[config.mk]
export PLATFORM = sky130hd
export DESIGN_NAME = mdio_responder
export DESIGN_NICKNAME = d
export VERILOG_FILES = /design/src/rtl/mdio_responder.sv
export SDC_FILE = /design/constraint.sdc
export NUM_CORES = 1
export LEC_CHECK = 0
export ABC_AREA = 1
export BUFFER_PORTS_ARGS = -buffer_cell sky130_fd_sc_hd__buf_2
export CELL_PAD_IN_SITES_DETAIL_PLACEMENT = 2
export CELL_PAD_IN_SITES_GLOBAL_PLACEMENT = 2
export CORE_ASPECT_RATIO = 0.9
export CORE_UTILIZATION = 34
export CTS_CLUSTER_DIAMETER = 40
export DETAILED_ROUTE_END_ITERATION = 8
export PLACE_DENSITY_LB_ADDON = 0.1
export RECOVER_POWER = 50
export SYNTH_ARGS = -nofsm -noshare
export SYNTH_HDL_FRONTEND = slang
export SYNTH_SLANG_ARGS = --single-unit
[constraint.sdc]
create_clock -name clock -period 2.9 [get_ports clock]
set_input_delay 0.435 -clock clock [delete_from_list [all_inputs] [get_ports clock]]
set_output_delay 0.435 -clock clock [all_outputs]
set_load 0.05 [all_outputs]
[src/rtl/mdio_responder.sv]
// rtl/mdio_responder.sv - Clause-22 MDIO responder (PHY side) with oversampled MDC/MDIO
module mdio_responder #(
    parameter logic [4:0] PHY_ADDR     = 5'd4,
    parameter int         PREAMBLE_MIN = 32,
    parameter int         SYNC_STAGES  = 2
) (
    input  logic        clock,
    input  logic        reset,
    input  logic        mdc_pin,
    input  logic        mdio_in,
    output logic        mdio_out,
    output logic        mdio_oe,
    output logic [4:0]  reg_addr,
    output logic [15:0] reg_wr_data,
    output logic        reg_wr_strobe,
    input  logic [15:0] reg_rd_data,
    output logic        busy
);
    localparam logic [2:0] S_IDLE  = 3'd0;
    localparam logic [2:0] S_START = 3'd1;
    localparam logic [2:0] S_OP    = 3'd2;
    localparam logic [2:0] S_PHYAD = 3'd3;
    localparam logic [2:0] S_REGAD = 3'd4;
    localparam logic [2:0] S_TA    = 3'd5;
    localparam logic [2:0] S_DATA  = 3'd6;
    localparam logic [5:0] PRE_MIN = 6'(PREAMBLE_MIN);

    logic [SYNC_STAGES-1:0] mdc_sync_q, mdc_sync_d;
    logic [SYNC_STAGES-1:0] mdio_sync_q, mdio_sync_d;
    logic        mdc_prev_q, mdc_prev_d;
    logic [2:0]  state_q, state_d;
    logic [5:0]  pre_cnt_q, pre_cnt_d;
    logic [4:0]  cnt_q, cnt_d;
    logic [4:0]  addr_sh_q, addr_sh_d;
    logic [15:0] data_sh_q, data_sh_d;
    logic        is_read_q, is_read_d;
    logic        foreign_q, foreign_d;
    logic        rd_latch_q, rd_latch_d;
    logic        ta_drive_q, ta_drive_d;
    logic        oe_q, oe_d;
    logic        out_q, out_d;
    logic [4:0]  reg_addr_q, reg_addr_d;
    logic [15:0] wr_data_q, wr_data_d;
    logic        strobe_q, strobe_d;
    logic        busy_q, busy_d;

    logic mdc_s, mdio_s, mdc_rise, mdc_fall;
    logic [4:0] addr_next;

    assign mdc_s     = mdc_sync_q[SYNC_STAGES-1];
    assign mdio_s    = mdio_sync_q[SYNC_STAGES-1];
    assign mdc_rise  = mdc_s & ~mdc_prev_q;
    assign mdc_fall  = ~mdc_s & mdc_prev_q;
    assign addr_next = {addr_sh_q[3:0], mdio_s};

    always_comb begin
        mdc_sync_d  = {mdc_sync_q[SYNC_STAGES-2:0], mdc_pin};
        mdio_sync_d = {mdio_sync_q[SYNC_STAGES-2:0], mdio_in};
        mdc_prev_d  = mdc_s;
        state_d     = state_q;
        pre_cnt_d   = pre_cnt_q;
        cnt_d       = cnt_q;
        addr_sh_d   = addr_sh_q;
        data_sh_d   = data_sh_q;
        is_read_d   = is_read_q;
        foreign_d   = foreign_q;
        rd_latch_d  = 1'b0;
        ta_drive_d  = ta_drive_q;
        oe_d        = oe_q;
        out_d       = out_q;
        reg_addr_d  = reg_addr_q;
        wr_data_d   = wr_data_q;
        strobe_d    = 1'b0;
        busy_d      = busy_q;

        // Read data is captured one clock after reg_addr settles so the bank can decode it.
        if (rd_latch_q) begin
            data_sh_d = reg_rd_data;
        end

        if (mdc_rise) begin
            case (state_q)
                S_IDLE: begin
                    if (mdio_s) begin
                        if (pre_cnt_q != 6'd63) pre_cnt_d = pre_cnt_q + 6'd1;
                    end else if (pre_cnt_q >= PRE_MIN) begin
                        state_d   = S_START;
                        busy_d    = 1'b1;
                        pre_cnt_d = 6'd0;
                    end else begin
                        pre_cnt_d = 6'd0;
                    end
                end
                S_START: begin
                    cnt_d = 5'd0;
                    if (mdio_s) begin
                        state_d = S_OP;
                    end else begin
                        state_d = S_IDLE;
                        busy_d  = 1'b0;
                    end
                end
                S_OP: begin
                    addr_sh_d = addr_next;
                    if (cnt_q == 5'd0) begin
                        cnt_d = 5'd1;
                    end else begin
                        cnt_d = 5'd0;
                        if (addr_sh_q[0] != mdio_s) begin
                            state_d   = S_PHYAD;
                            is_read_d = addr_sh_q[0];
                        end else begin
                            state_d = S_IDLE;
                            busy_d  = 1'b0;
                        end
                    end
                end
                S_PHYAD: begin
                    addr_sh_d = addr_next;
                    cnt_d     = cnt_q + 5'd1;
                    if (cnt_q == 5'd4) begin
                        foreign_d = (addr_next != PHY_ADDR);
                        state_d   = S_REGAD;
                        cnt_d     = 5'd0;
                    end
                end
                S_REGAD: begin
                    addr_sh_d = addr_next;
                    cnt_d     = cnt_q + 5'd1;
                    if (cnt_q == 5'd4) begin
                        if (!foreign_q) begin
                            reg_addr_d = addr_next;
                            rd_latch_d = is_read_q;
                        end
                        state_d = S_TA;
                        cnt_d   = 5'd0;
                    end
                end
                S_TA: begin
                    if (cnt_q == 5'd0) begin
                        cnt_d      = 5'd1;
                        ta_drive_d = is_read_q & ~foreign_q;
                    end else begin
                        cnt_d   = 5'd0;
                        state_d = S_DATA;
                    end
                end
                S_DATA: begin
                    cnt_d = cnt_q + 5'd1;
                    if (!is_read_q) begin
                        data_sh_d = {data_sh_q[14:0], mdio_s};
                        if (cnt_q == 5'd15) begin
                            if (!foreign_q) begin
                                wr_data_d = {data_sh_q[14:0], mdio_s};
                                strobe_d  = 1'b1;
                            end
                            state_d = S_IDLE;
                            busy_d  = 1'b0;
                            cnt_d   = 5'd0;
                        end
                    end else if (foreign_q && cnt_q == 5'd15) begin
                        state_d = S_IDLE;
                        busy_d  = 1'b0;
                        cnt_d   = 5'd0;
                    end
                end
                default: begin
                    state_d = S_IDLE;
                    busy_d  = 1'b0;
                end
            endcase
        end else if (mdc_fall) begin
            if (ta_drive_q) begin
                ta_drive_d = 1'b0;
                oe_d       = 1'b1;
                out_d      = 1'b0;
            end else if (state_q == S_DATA && is_read_q && !foreign_q) begin
                // cnt_q counts data rises; once all 16 have been sampled the pad is released.
                if (cnt_q == 5'd16) begin
                    oe_d    = 1'b0;
                    out_d   = 1'b1;
                    state_d = S_IDLE;
                    busy_d  = 1'b0;
                    cnt_d   = 5'd0;
                end else begin
                    out_d     = data_sh_q[15];
                    data_sh_d = {data_sh_q[14:0], 1'b0};
                end
            end
        end
    end

    always_ff @(posedge clock or posedge reset) begin
        if (reset) begin
            mdc_sync_q  <= '0;
            mdio_sync_q <= '1;
            mdc_prev_q  <= 1'b0;
            state_q     <= S_IDLE;
            pre_cnt_q   <= 6'd0;
            cnt_q       <= 5'd0;
            addr_sh_q   <= 5'd0;
            data_sh_q   <= 16'd0;
            is_read_q   <= 1'b0;
            foreign_q   <= 1'b0;
            rd_latch_q  <= 1'b0;
            ta_drive_q  <= 1'b0;
            oe_q        <= 1'b0;
            out_q       <= 1'b1;
            reg_addr_q  <= 5'd0;
            wr_data_q   <= 16'd0;
            strobe_q    <= 1'b0;
            busy_q      <= 1'b0;
        end else begin
            mdc_sync_q  <= mdc_sync_d;
            mdio_sync_q <= mdio_sync_d;
            mdc_prev_q  <= mdc_prev_d;
            state_q     <= state_d;
            pre_cnt_q   <= pre_cnt_d;
            cnt_q       <= cnt_d;
            addr_sh_q   <= addr_sh_d;
            data_sh_q   <= data_sh_d;
            is_read_q   <= is_read_d;
            foreign_q   <= foreign_d;
            rd_latch_q  <= rd_latch_d;
            ta_drive_q  <= ta_drive_d;
            oe_q        <= oe_d;
            out_q       <= out_d;
            reg_addr_q  <= reg_addr_d;
            wr_data_q   <= wr_data_d;
            strobe_q    <= strobe_d;
            busy_q      <= busy_d;
        end
    end

    assign mdio_oe       = oe_q;
    assign mdio_out      = out_q;
    assign reg_addr      = reg_addr_q;
    assign reg_wr_data   = wr_data_q;
    assign reg_wr_strobe = strobe_q;
    assign busy          = busy_q;

endmodule

# == Word level (Yosys, flattened, before mapping) ==
# Cells that the tools add are included.
# classes
n_eq_ne,28
n_reduce_logical,27
n_mux,69
bitwise_logic,9
order_cmp,1
addsub,2
# op_table
op,n
$mux W16,8
$mux W5,9
$mux W3,14
$mux W1,31
$ne A3 B3 Y1 const B,8
$reduce_and A12 Y1,2
$pmux W3 S7,1
$pmux W5 S4,1
$mux W6,2
$reduce_and A3 Y1,4
$reduce_and A4 Y1,3
$ne A5 B3 Y1 const B,2
$reduce_and A5 Y1,2
$reduce_bool A2 Y1,5
$eq A3 B3 Y1 const B,3
$ne A2 B1 Y1 const B,4
$ne A4 B4 Y1 const B,2
$add A6 B1 Y6 const B,1
$eq A3 B2 Y1 const B,2
$ge A6 B6 Y1 const B,1
$ne A6 B6 Y1 const B,1
$not A1 Y1,6
$reduce_or A3 Y1,2
$add A5 B1 Y5 const B,1
other kinds (15),21
# word_totals
reg_bits,68

# == Depth between registers and ports, before layout ==
# Gate-level depths: netlist of the first run.
# logic_depth
ltp_word,7
mapped_depth,11
mapped_depth_nobuf,11

# == Least setup slack after synthesis of the first run ==
# Ideal clock, no wire load.
# synth_path
path_kind,register to register
startpoint,reg cnt_q[1]
endpoint,reg state_q[1]
path_slack_ns,1.246
t_arrival_ns,1.537
path_buffers,0
setup_ns,0.117
stages_incl_launch_ff,12
required_ns,2.783
cell_sequence,dfrtp_1 ha_1 nand3_1 inv_1 ha_1 nand3_1 nand4_1 nand2_1 nor2_4 nand2_1 nand2_1 nand2_1
# synth_between
elab_chain_len,4
word_cells_on_any_way,13
# synth_lines
item,line,rtl
start: declaration,33,"logic [4:0] cnt_q, cnt_d;"
start signal: assignment,219,cnt_q <= cnt_d;
$eq A5 B4 Y1,"152, 161",
$logic_and A1 B1 Y1,161,end else if (foreign_q && cnt_q == 5'd15) begin
$ne A4 B4 Y1 (no source line),n/a,
$reduce_and A12 Y1 (no source line) (*),n/a,
end signal: assignment,217,state_q <= state_d;
end: declaration,31,"logic [2:0] state_q, state_d;"
# Mark *: on every way between the ends. The rest lies on a longest branch, timed or not.
# A chain may end at the register's enable or synchronous reset.

# == Final worst setup path of the first run ==
# layout_path
startpoint,reg mdc_sync_q[1]
endpoint,reg data_sh_q[14]
# layout_between
elab_chain_len,4
word_cells_on_any_way,5
# layout_lines
item,line,rtl
start: declaration,28,"logic [SYNC_STAGES-1:0] mdc_sync_q, mdc_sync_d;"
start signal: assignment,214,mdc_sync_q <= mdc_sync_d;
$not A1 Y1,53,assign mdc_fall = ~mdc_s & mdc_prev_q;
$and A1 B1 Y1,53,
$mux W16,172,end else if (mdc_fall) begin
$mux W16 (*),81,if (mdc_rise) begin
via data_sh_d[14],35,"logic [15:0] data_sh_q, data_sh_d;"
end signal: assignment,221,data_sh_q <= data_sh_d;
end: declaration,35,
# The timed path passes the listed nets; every way through them passes the cells marked *.

==> impl_summary.md, run 1 <==
Timing
The smallest clock period supported by the final layout is computed as 2050 ps. On the final layout, the worst clock skew is 10.3 ps. The total negative slack for setup checks is 0 ps. The count of final max-slew check failures is 0. The final clock period utilization by the worst path is 70.7%.

The number of endpoints with negative hold slack in the final report is 0. For the pin with the worst max-slew slack, the measured transition is 1320 ps. Setup repair after global routing left no endpoint under its margin. Derived from the worst setup path, the maximum achievable clock frequency is 0.488 GHz. Setup violations remaining at the end of the flow were counted as 0. Headroom to the max-slew limit came out at 11.8%.

Hold path
The hold-critical path depth is 1. The min-delay analysis places its worst path in the category in2reg. The endpoint with the worst hold slack is mdio_sync_q[0]$_DFF_PP1_. The launch point of the worst hold path is mdio_in.

Power and ir drop
The internal power of the cells totals 0.00170 W. The maximum vdd drop is 337 uV. In this run the power spent charging and discharging nets is 0.000624 W. The leakage component of the power is 1.90 nW. Per report_power, the clock group accounts for 43.7% of the total.

In this run, flip-flops and latches consume 44.9% of the power. Of the total power, combinational logic draws 11.4%. Power spread over the standard cell area amounts to 591 mW/mm^2. The completed layout was analyzed and its total power is 0.00232 W.

The share of total power consumed by net switching is 26.9%.

Clock network
TritonCTS built the clock tree. CTS placed an instance of clkbuf_8 at the clock tree root. The number of buffers inserted by hold repair at cts is 0. Once the clock tree was built, the setup fixing pass inserted 0 buffers.

The TritonCTS buffer count is 9. The count of clock tree sinks is 68. In this run the number of H-tree levels came out at 3.

The maximum count of clock buffers along a single path is 2. Clock latency on the worst-skew pair, taken at its later pin, is 350 ps. Once the clock tree was built, the resizer swapped 0 gates to a different size. After clock tree synthesis, the clock-pin slew on the worst setup and hold paths is 80 ps.

Logic synthesis
The post-synth design cell area is 0.00336 mm^2. In this run the biggest area consumer among cell types represents 48.5% of the synthesized area. The Yosys warning count is 0. A synthesized cell averages 8.35 um^2. The post-synthesis instance total is 402. After synthesis, the cell types taking the most area are dfrtp_1 (48%), nand2_1 (13%), o21ai_1 (5.7%). The post-synthesis cell type count is 33. The sequential cell area fraction in the yosys report is 50.8%.

Synthesis inferred 68 register bits. The number of nets handed over by synthesis was 432. The largest total area in the synthesized netlist belongs to dfrtp_1.

Placement
In this run, placement finished with an instance count of 565. The quantity of I/O buffers inserted on ports is 44. At the end of routability-driven placement, the weighted congestion stood at 0.765. The HPWL after detailed placement is 6690 um.

Floorplan
The number of top-level pins is 45. For this configuration, the core starts out at a cell density of 34.9%. From left edge to right edge, the die measures 107 um. The die covers 0.0103 mm^2. Measured along the y axis, the die boundary spans 96.3 um. After floorplanning, the core was divided into 34 placement rows.

The area of the placeable core is 0.00961 mm^2.

Global route
The initial antenna violation count came to 0. The first-pass GRT wire length is 15000 um. The global-route total usage across every layer is 19.1%. The total overflow reported by the global router is 0. Entering global routing, the biggest net connects 34 pins.

The number of global-route vias before repair is 2960.

Worst setup path
The critical path capture point type is a flip-flop. The worst setup path is launched from a flip-flop. The critical register-to-register path startpoint is mdc_sync_q[1]$_DFF_PP0_. The setup slack of the most critical reg-to-reg path is 850 ps. The delay contributed by the slowest stage of the critical path is 480 ps.

In this run the critical register-to-register path is captured at data_sh_q[14]$_DFF_PP0_. STA puts the critical path data required time at 3140 ps. The master of the slowest instance on the critical path is nand2_2. The signal on the critical path passes through ha_1 > inv_2 > nand2_1 > nor3_2 > nand3_1 > nand2_2 > nand2_1 > o21ai_1 > inv_2. The number of cells on the worst reg-to-reg path is 9.

The arrival time at the worst endpoint is 2290 ps. In this run the worst path has a maximum fanout of 31. By startpoint and endpoint, the worst setup path is classified as reg2reg.

Drt
The met3 layer wire length in the routed design is 341 um. For this block, the initial DRC count from the detailed router was 69. Before antenna repair, the detailed router went through 4 iterations. For this block, the routed nets add up to 9050 um of wire. The met1 routed wirelength after detailed routing is 4370 um. The detailed-routed wire length on met2 is 4260 um. The via count normalized by instance count is 4.89. The vias after detailed routing is 2839. After detailed routing, the number of remaining DRC violations is 0. The top layer reached by signal wires is met4.

Dividing the detail-routed wire length by the instance count gives 15.6 um. The post-route antenna net violation count is 0.

Final layout
The number of standard cells in the layout, taps in and fillers out is 581. The layout overhead on the synthesized area is 17.0%. The fill cell total of the finished layout is 1126.

0 antenna diodes ended up in the layout. Cells with a size suffix above 1 make up 17.6% of the layout. The final net count is 480.

Run status
The flow ran to the end, and the final reports show no timing, DRC or antenna violations.

Flow run
Max-cap violations in this run came to 0.
synth_stat cells (all sizes together):
library cell / n
nand3b: 1
o21ai: 66
o22ai: 1
mux2i: 6
xor2: 2
ha: 10
nor3: 4
o211ai: 1
a21oi: 3
nor2: 19
a21boi: 1
nand3: 28
inv: 52
clkbuf: 2
nand2: 119
dfrtp: 65
or2: 1
dfstp: 3
and2: 1
buf: 9
nand4: 7
o31ai: 1
worst max-delay path by stage:
| stage | from | to | slack [ps] | cells past startpoint |
|---|---|---|---|---|
| floorplan | reset | addr_sh_q[0]$_DFFE_PP0P_ | 760 | 1 |
| global placement | mdc_sync_q[1]$_DFF_PP0_ | data_sh_q[14]$_DFF_PP0_ | 960 | 9 |
| detailed placement | mdc_sync_q[1]$_DFF_PP0_ | data_sh_q[14]$_DFF_PP0_ | 850 | 9 |
| CTS | mdc_sync_q[1]$_DFF_PP0_ | data_sh_q[14]$_DFF_PP0_ | 810 | 9 |
| global route | mdc_sync_q[1]$_DFF_PP0_ | data_sh_q[14]$_DFF_PP0_ | 630 | 9 |
| finish | mdc_sync_q[1]$_DFF_PP0_ | data_sh_q[14]$_DFF_PP0_ | 850 | 9 |
cell usage in the layout (no fill, tap or decap):
cell type	instances
nand2_2	2
nand4_4	1
nor3_1	3
o211ai_1	1
o21ai_0	24
nor2_1	16
bufinv_16	3
o31ai_1	1
or2_2	1
inv_2	10
clkinvlp_4	1
buf_4	1
a21boi_1	1
inv_6	1
clkbuf_8	11
nand3_1	27
dfrtp_1	65
nand2_1	117
nand3_2	1
inv_1	42
ha_1	10
nand4_1	6
a21oi_1	3
nor3_2	1
and2_1	1
mux2i_1	6
nor2_4	2
nor2_2	1
o21ai_2	4
buf_2	37
dfstp_2	3
o22ai_1	1
xor2_1	2
o21ai_1	38
nand3b_1	1
clkbuf_1	10
metal layers:
metal  global-route usage [%]  up-vias
met3                     4.94       10
met1                     25.8     1396
met5                        0        -
met4                     4.79        0
met2                     30.6       44
li1                         -     1389
cells by family after synthesis:
group	count (synthesis)	share of synthesized area (%)
adders and majority gates	10	3.73
xor gates and xnor gates	2	0.522
buffers and inverters	63	8.02
DFF	68	50.8
AOI/OAI and AO/OA	73	11.6
muxes	6	1.79
and+or+nand+nor	180	23.5
worst max-delay path, delay by kind of cell, from the launching register on:
family / cells / cell delay, ps
and+or+nand+nor: 5 / 1030
adders and majority gates: 1 / 230
AOI/OAI and AO/OA: 1 / 130
buffers and inverters: 2 / 170
DFF: 1 / 400
per-stage QoR:
stage | worst slack (ps) | hold WS, ps | cell area, um^2 | utilization (%)
after CTS | 812 | 162 | 3950 | 41.1
after global routing | 631 | 153 | 3930 | 40.9
final | 849 | 180 | 3930 | 40.9
after global placement | 962 | 350 | 3690 | 38.4
after detailed placement | 847 | 347 | 3690 | 38.4
after floorplan | 758 | 331 | 3360 | -
state kept, by name, indices dropped and copies added (netlist names), 2 cells and up:
signal	count
reg_addr	5
pre_cnt_q	6
state_q	3
mdio_sync_q	2
reg_wr_data	16
cnt_q	5
addr_sh_q	4
data_sh_q	16
mdc_sync_q	2
power by group through the flow:
stage / Combinational, W / Clock (W) / Sequential (W)
global route: 0.000305 / 0.00109 / 0.00105
CTS: 0.000273 / 0.00105 / 0.00104
finish: 0.000265 / 0.00101 / 0.00104
global placement: 0.000260 / 0 / 0.00106
floorplan: 0.000178 / 0 / 0.00106
detailed placement: 0.000268 / 0 / 0.00106
final cells by class:
type	instances	area, um^2	area share (%)
clock inverters	5	106	2.71
well taps	126	158	4.01
clock buffers	11	151	3.85
multi-input cells	271	1380	35.2
flip-flops and latches	68	1710	43.4
inverters	52	195	4.97
repair buffers	48	230	5.86
Note: power is estimated with default switching activity, not from simulation.
==> inputs of run 2 (changes only) <==
--- a/config.mk
+++ b/config.mk
@@ -10,7 +10,7 @@
 export CELL_PAD_IN_SITES_DETAIL_PLACEMENT = 2
 export CELL_PAD_IN_SITES_GLOBAL_PLACEMENT = 2
 export CORE_ASPECT_RATIO = 0.9
-export CORE_UTILIZATION = 34
+export CORE_UTILIZATION = 31
 export CTS_CLUSTER_DIAMETER = 40
 export DETAILED_ROUTE_END_ITERATION = 8
 export PLACE_DENSITY_LB_ADDON = 0.1
==> constraint.sdc (replaced) <==
create_clock -name clock -period 1.7 [get_ports clock]
set_input_delay 0.255 -clock clock [delete_from_list [all_inputs] [get_ports clock]]
set_output_delay 0.255 -clock clock [all_outputs]
set_load 0.05 [all_outputs]
==> impl_summary.md, run 2 (synthesis results as in run 1) <==
Power and ir drop
The leakage component of the power is 2.09 nW. The total power draw is 0.00422 W. The analysis attributes to net switching a power of 0.00113 W. The sequential fraction of design power is 42.0%.

The internal power of the cells totals 0.00309 W. In this run the power density over the cells is 975 mW/mm^2. Net switching is 26.7% of the power. Of the total power, combinational logic draws 12.4%. The worst-case IR drop observed on VDD is 451 uV. The share of total power in the clock network is 45.7%.

Final layout
Leaving out fill and tap cells, the most frequent cells in the layout are nand2_1 (111), dfrtp_1 (64), buf_2 (44). The finished cells cover 0.00433 mm^2. The fraction of layout instances using a drive strength above 1 is 28.7%. The filler cells instantiated in the layout total 1150. 0 antenna diodes ended up in the layout. The layout overhead on the synthesized area is 29.0%. The most common cell after layout, fill and taps aside is nand2_1. The final layout contains 505 nets.

Worst setup path
Traced cell by cell, the critical path runs through ha_2 > nand3_2 > inv_2 > ha_4 > nand3_4 > nand4_1 > nand2_2 > nor2_4 > nand2_2 > nand2_1 > nand2_1. For this run, the slowest stage of the critical path takes 370 ps. STA puts the critical path data required time at 1920 ps. The critical path capture point type is a flip-flop. The worst setup path is of the reg2reg kind.

The peak fanout along the critical path is 5. For the worst setup path, the data arrival time is 1930 ps. STA classifies the critical path startpoint as a flip-flop.

The slowest stage of the critical path is the dfrtp_1 cell.

Drt
The vias after detailed routing is 2933. For this run, design rule violations remaining after detail routing come to 2. The average wire length per cell after detail routing is 16.1 um.

The wire length after detailed routing is 9780 um. The top layer reached by signal wires is met4. In this run the remaining antenna-violating nets after routing total 0.

For this block, wires on met1 add up to 4530 um. The routed design uses 310 um of met3 wire. Using the TritonRoute via totals, the vias-per-cell ratio works out to 4.82.

The length of the first detailed-routing pass in iterations is 6. The routed design uses 4800 um of met2 wire. The number of design-rule violations left by the first detailed-router iteration is 79.

Floorplan
The number of standard-cell rows in the floorplan is 35. The initial cell density of the core is 32.3%. From bottom edge to top edge, the die measures 101 um. The area of the placeable core is 0.0104 mm^2. The number of top-level pins is 45. The floorplan step set the die width to 112 um. The floorplan step defined a die boundary enclosing 0.0112 mm^2.

Global route
The number of global-route vias before repair was 3243. Entering global routing, the biggest net connects 69 pins. The total overflow left after global routing is 0. The initial antenna violation count is 0. Global routing consumed, over all layers together, 19.2% of the routing resources.

The first global-routing pass estimated 16600 um of wire.

Timing
The total of endpoints with negative setup slack in the final report is 1. The count of final max-slew check failures is 0. Setup repair after global routing could not meet its margin everywhere. For the finished layout, the period the worst path requires is 1710 ps. The worst pin sits at a relative slew slack of 35.2%. The final setup skew is 5.83 ps.

The number of endpoints with negative hold slack in the final report came to 0. In the final timing run, aggregate negative setup slack is -9.10 ps. The maximum achievable frequency is 0.585 GHz. Across all setup checks in the final design, the least slack found is -9.10 ps. The worst path uses 101% of the clock period. The measured slew at the worst slew-check pin is 972 ps.

Placement
The half-perimeter wire length after placement is 7050 um. The congestion estimate from routability-driven global placement came to 0.816. Input and output buffers added on the ports amount to 44. The post-detailed-placement cell area is 0.00387 mm^2. The worst setup slack before clock tree synthesis is -207 ps.

Run status
The run finished, with violations left. The final reports fail on DRC, setup timing.

Clock network
The worst-skew pair later-pin latency is 340 ps. The maximum count of clock buffers along a single path is 2. After clock tree synthesis, the flow added hold-fix buffers numbering 0. The count of clock tree sinks is 68. The CTS tree is done. The clock transition time at the flip-flop clock pins of the worst setup and hold paths is 60 ps.

The total number of H-tree levels is 3. The tree is rooted in a clkbuf_16. The TritonCTS buffer count is 9.

Flow run
The total of max-cap violations is 0.

Hold path
The path class of the tightest hold or removal check is in2reg.
[run 2: layout make-up]
| class | instances | area, um^2 | share of cell area [%] |
|---|---|---|---|
| flip-flops and latches | 68 | 1710 | 39.4 |
| inverters | 52 | 199 | 4.60 |
| repair buffers | 73 | 469 | 10.8 |
| clock buffers | 12 | 256 | 5.93 |
| well taps | 129 | 161 | 3.73 |
| clock inverters | 4 | 47.5 | 1.10 |
| multi-input cells | 271 | 1490 | 34.4 |
[run 2: routing by layer]
layer / vias up / global-route usage, %
li1: 1435 / -
met1: 1450 / 23.6
met2: 38 / 33.2
met3: 10 / 4.51
met4: 0 / 6.86
met5: - / 0
[run 2: timing repair]
action / CTS / global route
setup endpoints to repair: 26 / 42
cloned: 0 / 1
pin swaps: 4 / 9
gates resized for setup: 12 / 23
buffers inserted: 2 / 2
[run 2: critical path: cells and delay by family, from the launching register on]
family | cells | cell delay (ps)
buffers and inverters | 1 | 90
DFF | 1 | 370
adders and majority gates | 2 | 360
and+or+nand+nor | 8 | 780
[run 2: power by group through the flow]
| stage | registers [W] | clock network, W | logic (W) |
|---|---|---|---|
| 3_3_place_gp | 0.00180 | 0 | 0.000497 |
| 6_report | 0.00177 | 0.00193 | 0.000522 |
| 3_5_place_dp | 0.00180 | 0 | 0.000517 |
| 4_1_cts | 0.00177 | 0.00198 | 0.000528 |
| 5_1_grt | 0.00178 | 0.00203 | 0.000599 |
| 2_1_floorplan | 0.00180 | 0 | 0.000304 |
[run 2: path summary, 6_finish.rpt]
kind,startpoint,slack (ps),end,cells after the start
worst max-delay path,cnt_q[0]$_DFFE_PP0P_,-9,state_q[1]$_DFFE_PP0P_,11
worst min-delay path,mdio_in,20,mdio_sync_q[0]$_DFF_PP1_,1
worst max register to register,cnt_q[0]$_DFFE_PP0P_,-9,state_q[1]$_DFFE_PP0P_,11
worst min register to register,mdc_sync_q[0]$_DFF_PP0_,340,mdc_sync_q[1]$_DFF_PP0_,0
max in group asynchronous,reset,760,is_read_q$_DFFE_PP0P_,3
min in group asynchronous,reset,250,reg_wr_strobe$_DFF_PP0_,3
[run 2: metrics by stage]
step           std cells  hold WS, ps  util, %
6_report             609         18.5     41.7
5_1_grt              609         9.13     41.7
4_1_cts              606         6.35     40.8
3_5_place_dp         588          338     37.3
3_3_place_gp         588          339     37.3
2_1_floorplan        402          259        -
